File: src/rtl/parking_pkg.sv
// Shared types, defaults and helpers for the multi-lane parking-lot occupancy controller.
package parking_pkg;

    localparam int DEF_NUM_LANES  = 2;
    localparam int DEF_DIGITS     = 2;
    localparam int DEF_CAPACITY   = 25;
    localparam int OCC_W          = $clog2(DEF_CAPACITY + 1);
    localparam int BCD_MAX_DIGITS = 4;
    localparam int BIN_MAX_W      = 14;

    typedef enum logic [2:0] {
        ST_IDLE,
        ST_EN_A,
        ST_EN_AB,
        ST_EN_B,
        ST_EX_B,
        ST_EX_BA,
        ST_EX_A,
        ST_ERR
    } lane_state_t;

    // Sensor level {a,b} that keeps a lane in the given state.
    function automatic logic [1:0] state_level(input lane_state_t s);
        logic [1:0] lvl;
        case (s)
            ST_EN_A, ST_EX_A:   lvl = 2'b10;
            ST_EN_AB, ST_EX_BA: lvl = 2'b11;
            ST_EN_B, ST_EX_B:   lvl = 2'b01;
            default:            lvl = 2'b00;
        endcase
        return lvl;
    endfunction

    // A legal step changes at most one sensor at a time.
    function automatic logic is_legal_step(input logic [1:0] level, input logic [1:0] sample);
        return (level ^ sample) != 2'b11;
    endfunction

    function automatic logic [4*BCD_MAX_DIGITS-1:0] bin2bcd(
        input logic [BIN_MAX_W-1:0] value,
        input int                   digits
    );
        logic [4*BCD_MAX_DIGITS+BIN_MAX_W-1:0] sh;
        sh = '0;
        sh[BIN_MAX_W-1:0] = value;
        for (int i = 0; i < BIN_MAX_W; i++) begin
            for (int d = 0; d < BCD_MAX_DIGITS; d++) begin
                if (sh[BIN_MAX_W+4*d +: 4] >= 4'd5)
                    sh[BIN_MAX_W+4*d +: 4] = sh[BIN_MAX_W+4*d +: 4] + 4'd3;
            end
            sh = sh << 1;
        end
        for (int d = 0; d < BCD_MAX_DIGITS; d++) begin
            if (d >= digits)
                sh[BIN_MAX_W+4*d +: 4] = 4'd0;
        end
        return sh[BIN_MAX_W +: 4*BCD_MAX_DIGITS];
    endfunction

endpackage

File: src/rtl/parking_lot_ctrl_lane.sv
// One gate: decodes the outer/inner sensor pair into registered entry, exit and error pulses.
module lane_detector
    import parking_pkg::*;
(
    input  logic clk,
    input  logic reset,
    input  logic a,
    input  logic b,
    output logic car_in,
    output logic car_out,
    output logic seq_err
);

    lane_state_t r_state;
    lane_state_t w_state_next;
    logic [1:0]  w_sample;
    logic [1:0]  w_level;
    logic        w_car_in_next;
    logic        w_car_out_next;
    logic        w_seq_err_next;
    logic        r_car_in;
    logic        r_car_out;
    logic        r_seq_err;

    always_comb begin
        w_state_next   = r_state;
        w_car_in_next  = 1'b0;
        w_car_out_next = 1'b0;
        w_seq_err_next = 1'b0;
        w_sample       = {a, b};
        w_level        = state_level(r_state);

        if (r_state == ST_ERR) begin
            if (w_sample == 2'b00)
                w_state_next = ST_IDLE;
        end else if (!is_legal_step(w_level, w_sample)) begin
            w_state_next   = ST_ERR;
            w_seq_err_next = 1'b1;
        end else if (w_sample != w_level) begin
            // Exactly one sensor changed: pick forward or reverse neighbour.
            case (r_state)
                ST_IDLE:  w_state_next = (w_sample == 2'b10) ? ST_EN_A : ST_EX_B;
                ST_EN_A:  w_state_next = (w_sample == 2'b11) ? ST_EN_AB : ST_IDLE;
                ST_EN_AB: w_state_next = (w_sample == 2'b10) ? ST_EN_A : ST_EN_B;
                ST_EN_B: begin
                    if (w_sample == 2'b11) begin
                        w_state_next = ST_EN_AB;
                    end else begin
                        w_state_next  = ST_IDLE;
                        w_car_in_next = 1'b1;
                    end
                end
                ST_EX_B:  w_state_next = (w_sample == 2'b11) ? ST_EX_BA : ST_IDLE;
                ST_EX_BA: w_state_next = (w_sample == 2'b01) ? ST_EX_B : ST_EX_A;
                ST_EX_A: begin
                    if (w_sample == 2'b11) begin
                        w_state_next = ST_EX_BA;
                    end else begin
                        w_state_next   = ST_IDLE;
                        w_car_out_next = 1'b1;
                    end
                end
                default:  w_state_next = ST_ERR;
            endcase
        end
    end

    always_ff @(posedge clk) begin
        if (reset) begin
            r_state   <= ST_IDLE;
            r_car_in  <= 1'b0;
            r_car_out <= 1'b0;
            r_seq_err <= 1'b0;
        end else begin
            r_state   <= w_state_next;
            r_car_in  <= w_car_in_next;
            r_car_out <= w_car_out_next;
            r_seq_err <= w_seq_err_next;
        end
    end

    assign car_in  = r_car_in;
    assign car_out = r_car_out;
    assign seq_err = r_seq_err;

endmodule

File: src/rtl/parking_lot_ctrl.sv
// Multi-lane occupancy controller: per-lane detectors, merged saturating count, BCD/status output stage.
module parking_lot_ctrl
    import parking_pkg::*;
#(
    parameter int NUM_LANES = DEF_NUM_LANES,
    parameter int DIGITS    = DEF_DIGITS,
    parameter int CAPACITY  = DEF_CAPACITY
) (
    input  logic                  clk,
    input  logic                  reset,
    input  logic [NUM_LANES-1:0]  sens_a,
    input  logic [NUM_LANES-1:0]  sens_b,
    output logic [NUM_LANES-1:0]  car_in,
    output logic [NUM_LANES-1:0]  car_out,
    output logic [NUM_LANES-1:0]  seq_err,
    output logic                  limit_err,
    output logic [4*DIGITS-1:0]   count_bcd,
    output logic                  full,
    output logic                  empty
);

    localparam int W_OCC = $clog2(CAPACITY + 1);
    localparam int W_BCD = 4 * DIGITS;

    logic [NUM_LANES-1:0] w_car_in;
    logic [NUM_LANES-1:0] w_car_out;
    logic [NUM_LANES-1:0] w_seq_err;

    generate
        for (genvar gi = 0; gi < NUM_LANES; gi++) begin : g_lane
            lane_detector u_lane (
                .clk     (clk),
                .reset   (reset),
                .a       (sens_a[gi]),
                .b       (sens_b[gi]),
                .car_in  (w_car_in[gi]),
                .car_out (w_car_out[gi]),
                .seq_err (w_seq_err[gi])
            );
        end
    endgenerate

    logic [W_OCC-1:0] r_occ;
    logic [W_OCC-1:0] w_occ_next;
    logic             w_clamp;
    logic             r_clamp;
    logic             r_limit_err;
    logic [W_BCD-1:0] r_count_bcd;
    logic             r_full;
    logic             r_empty;
    int               w_in_cnt;
    int               w_out_cnt;
    int               w_sum;

    // Net all lane events of this cycle, then apply a single clamp.
    always_comb begin
        w_in_cnt  = 0;
        w_out_cnt = 0;
        for (int i = 0; i < NUM_LANES; i++) begin
            w_in_cnt  = w_in_cnt + (w_car_in[i] ? 1 : 0);
            w_out_cnt = w_out_cnt + (w_car_out[i] ? 1 : 0);
        end
        w_sum      = int'(r_occ) + w_in_cnt - w_out_cnt;
        w_clamp    = 1'b0;
        w_occ_next = W_OCC'(w_sum);
        if (w_sum < 0) begin
            w_occ_next = '0;
            w_clamp    = 1'b1;
        end else if (w_sum > CAPACITY) begin
            w_occ_next = W_OCC'(CAPACITY);
            w_clamp    = 1'b1;
        end
    end

    // limit_err is delayed one stage so it lines up with the displayed count.
    always_ff @(posedge clk) begin
        if (reset) begin
            r_occ       <= '0;
            r_clamp     <= 1'b0;
            r_limit_err <= 1'b0;
            r_count_bcd <= '0;
            r_full      <= 1'b0;
            r_empty     <= 1'b1;
        end else begin
            r_occ       <= w_occ_next;
            r_clamp     <= w_clamp;
            r_limit_err <= r_clamp;
            r_count_bcd <= W_BCD'(bin2bcd(BIN_MAX_W'(r_occ), DIGITS));
            r_full      <= (r_occ == W_OCC'(CAPACITY));
            r_empty     <= (r_occ == '0);
        end
    end

    assign car_in    = w_car_in;
    assign car_out   = w_car_out;
    assign seq_err   = w_seq_err;
    assign limit_err = r_limit_err;
    assign count_bcd = r_count_bcd;
    assign full      = r_full;
    assign empty     = r_empty;

endmodule

File: config.mk
export PLATFORM = sky130hd
export DESIGN_NAME = parking_lot_ctrl
export DESIGN_NICKNAME = d
export VERILOG_FILES = /design/src/rtl/parking_pkg.sv /design/src/rtl/parking_lot_ctrl_lane.sv /design/src/rtl/parking_lot_ctrl.sv
export SDC_FILE = /design/constraint.sdc
export NUM_CORES = 1
export LEC_CHECK = 0
export CORE_UTILIZATION = 51
export DETAILED_ROUTE_END_ITERATION = 8
export PLACE_DENSITY = 0.77
export SYNTH_ARGS = -nofsm -noshare
export SYNTH_HDL_FRONTEND = slang
export SYNTH_SLANG_ARGS = --single-unit
File: constraint.sdc
create_clock -name clk -period 2.6 [get_ports clk]
set_input_delay 0.39 -clock clk [delete_from_list [all_inputs] [get_ports clk]]
set_output_delay 0.39 -clock clk [all_outputs]
set_load 0.02 [all_outputs]
==> summary.md <==
| Metric | Value |
|---|---|
| Status | `finished with violations` |
| Failing checks | `setup timing` |
| #FFs+latches synth | `27` |
| Syn Area/Cell | `8.82 um2` |
| Routed WL per cell | `12.8 um` |
| Num rows | `22` |
| Wl on met1 | `1650 um` |
| Slew Limit Fails | `0` |
| HPWL after DPL | `2740 um` |
| Cells taking the most area after synthesis | `dfxtp_1, ha_1, inv_1` |
| Number of port buffers | `20` |
| Ys async rst share | `0%` |
| Final Cycle Share | `107%` |
| Final ANT Viol Nets | `0` |
| Met2 Wirelength | `1850 um` |
| Clock Skews | `0.00163 ns` |
| Vias in the first global route | `1496` |
| Largest net degree at the start of global routing | `16` |
| Initial antenna violation count | `0` |
| Gate Count Post-Synth | `223` |
| Initial Utilization | `53.3%` |
| Sw Ratio | `44.1%` |
| CP endpoint kind | `flop` |
| Max VDD drop | `0.514 mV` |
| Yosys warnings | `0` |
| Crit path largest cell delay | `0.53 ns` |
| Leakage power | `0.959 nW` |
| Clk Latency, worst-skew pair | `0.27 ns` |
| Hold depth | `1` |
| GPL Wtd Cong | `0.873` |
| DRT Wirelength | `3690 um` |
| Synth-to-layout area growth | `16.1%` |
| Crit path launch type | `flop` |
| Total GRT Usage | `19.3%` |
| Yosys top cell by area | `dfxtp_1` |
| Top Metal Used | `met4` |
| Critical path required time | `2.82 ns` |
| Slowest library cell on the worst path | `fa_1` |
| Final setup violation count | `6` |
| Clock sink count | `27` |
| Total grt overflow | `0` |
| Layout cell share with drive strength beyond 1 | `14.2%` |
| Yosys cell types | `53` |
| CTS tree | `done` |
| Vias per cell | `5.43` |
| Detailed router's first-iteration violation count | `45` |
| F_max | `360 MHz` |
| Sw Pwr | `0.00108 W` |
| Final Hold Viols | `0` |
| Io pins | `23` |
| Area of the die | `0.00411 mm2` |
| Worst R2R Path Depth | `12` |
| Total chip power | `0.00245 W` |
| Vias | `1563` |
| Place WS | `-0.211 ns` |
| Critical path class | `reg2reg` |
| Core Footprint | `0.00369 mm2` |
| # diodes | `0` |
| Htree depth | `1` |
| Root buf cell | `clkbuf_8` |
| Wire length on met3 | `101 um` |
| Crit path top cell by count | `inv_2` |
| Power Internal | `0.00137 W` |
| Pre-Repair DR Iteration Count | `4` |
| Crit path buf inv count | `4` |
| Clock buffer depth | `2` |
| Max FO, Critical Path | `6` |
| Min-delay worst type | `reg2reg` |
| Clock power share | `9.6%` |
| Post-synth EDFFs | `0` |
| Worst-path cell chain | `inv_2 > fa_1 > inv_1 > fa_2 > inv_2 > ha_4 > inv_2 > fa_2 > o21bai_1 > a21oi_2 > xnor2_2 > and4b_1` |
| Top cell type's share of synthesized area | `27.5%` |
| Hold_buf cts | `0` |
| Worst path depth | `12` |
| Fillers | `336` |
| TritonCTS Buffers | `3` |
| Share of power burned in combinational logic | `63.9%` |
| Dominant synthesized flop cell | `dfxtp_1` |
| Fin nets | `273` |
| Cell Area, Synth | `0.00197 mm2` |
| Sequential fraction of design power | `26.5%` |
| First-pass GRT wire length | `6240 um` |
| Residual DRC | `0` |
| Pwr/cell area | `1070 mW/mm2` |
| Register area share after synthesis | `27.5%` |
| Worst-path clk slew | `0.09 ns` |
| CP top delay family | `adder cells` |
| Die Ht | `64.1 um` |
| RSZ-0062 raised after global routing | `yes` |
| Crit path DAT | `3.00 ns` |
| Final WS setup | `-0.179 ns` |
| Die width | `64.1 um` |
| Final min period | `2.78 ns` |
| Max-cap violations | `0` |
| Total negative slack | `-0.837 ns` |
final timing paths:
path	from	to	slack, ns
worst max-delay path	g_lane[0].u_lane.car_out	r_occ[1]	-0.18
worst min-delay path	r_clamp	limit_err	0.45
worst max register to register	g_lane[0].u_lane.car_out	r_occ[1]	-0.18
worst min register to register	r_clamp	limit_err	0.45
cells in the final DEF (no fill, tap or decap), drive strengths merged, types with 4 or more instances in the layout:
master and instances:
o21ai 7, nand2b 7, a211oi 5, ha 23, nor2 18, nand2 8
buf 10, clkbuf 4, nor2b 6, clkdlybuf4s50 20, xnor2 8, nor3b 6
inv 24, a221oi 4, dfxtp 27, a21oi 10
final cells by class:
class / count / area (um2) / share of cell area (%)
Clock buffer: 4 / 45.0 / 1.97
Tap cell: 48 / 60.1 / 2.63
Inverter: 24 / 90.1 / 3.95
Multi-Input combinational cell: 155 / 1270 / 55.7
Sequential cell: 27 / 542 / 23.7
Timing Repair Buffer: 30 / 275 / 12.1
repair_timing:
item                       CTS  global route
gates resized for setup      3             1
setup buffers                1             1
setup endpoints to repair    6             6
pin swaps                    7             2
state kept, by name, indices dropped and copies added (netlist names):
signal                 count
count_bcd                  6
empty                      1
full                       1
g_lane.u_lane.car_in       2
g_lane.u_lane.car_out      2
g_lane.u_lane.r_state      6
g_lane.u_lane.seq_err      2
limit_err                  1
r_clamp                    1
r_occ                      5
cell usage after synthesis (all sizes together) (4+ instances only):
library cell / number
buf: 15
dfxtp: 27
a211oi: 5
inv: 24
nor3b: 6
nand2b: 7
nor2b: 6
nand2: 8
a221oi: 4
o21ai: 7
ha: 23
a21oi: 10
nor2: 18
xnor2: 8
metal layers:
layer | vias up | global-route usage [%]
met5 | - | 0
met4 | 0 | 9.44
met3 | 7 | 3.04
met2 | 39 | 35.0
met1 | 732 | 21.9
li1 | 785 | -
power by group through the flow:
stage	Combinational, W	Sequential, W	Clock [W]
3_3_place_gp	0.00149	0.000656	0
5_1_grt	0.00175	0.000666	0.000264
4_1_cts	0.00154	0.000650	0.000246
6_report	0.00157	0.000650	0.000236
3_5_place_dp	0.00151	0.000658	0
2_1_floorplan	0.00121	0.000653	0
metrics by stage:
step | hold WS, ns | utilization (%) | std cells | instance area, um2
global placement | 0.429 | 59.9 | 283 | 2210
finish | 0.448 | 61.9 | 288 | 2280
global route | 0.466 | 61.9 | 288 | 2280
floorplan | 0.414 | - | 224 | 2000
CTS | 0.454 | 61.7 | 288 | 2280
detailed placement | 0.426 | 59.9 | 283 | 2210
logic make-up (layout without fill, tap and decap cells):
kind of cell             after synthesis  after routing  synth area share, %
AND/OR/NAND/NOR                       66             66                 18.9
AO/OA/AOI/OAI                         47             47                 18.4
buffers and inverters                 42             58                 10.6
flip-flops                            27             27                 27.5
adder cells (fa/ha/maj)               26             26                 17.7
XOR/XNOR                              11             11                 4.90
multiplexers                           3              3                 1.78
other                                  1              2                0.191
Power figures use the tool's default switching activity.
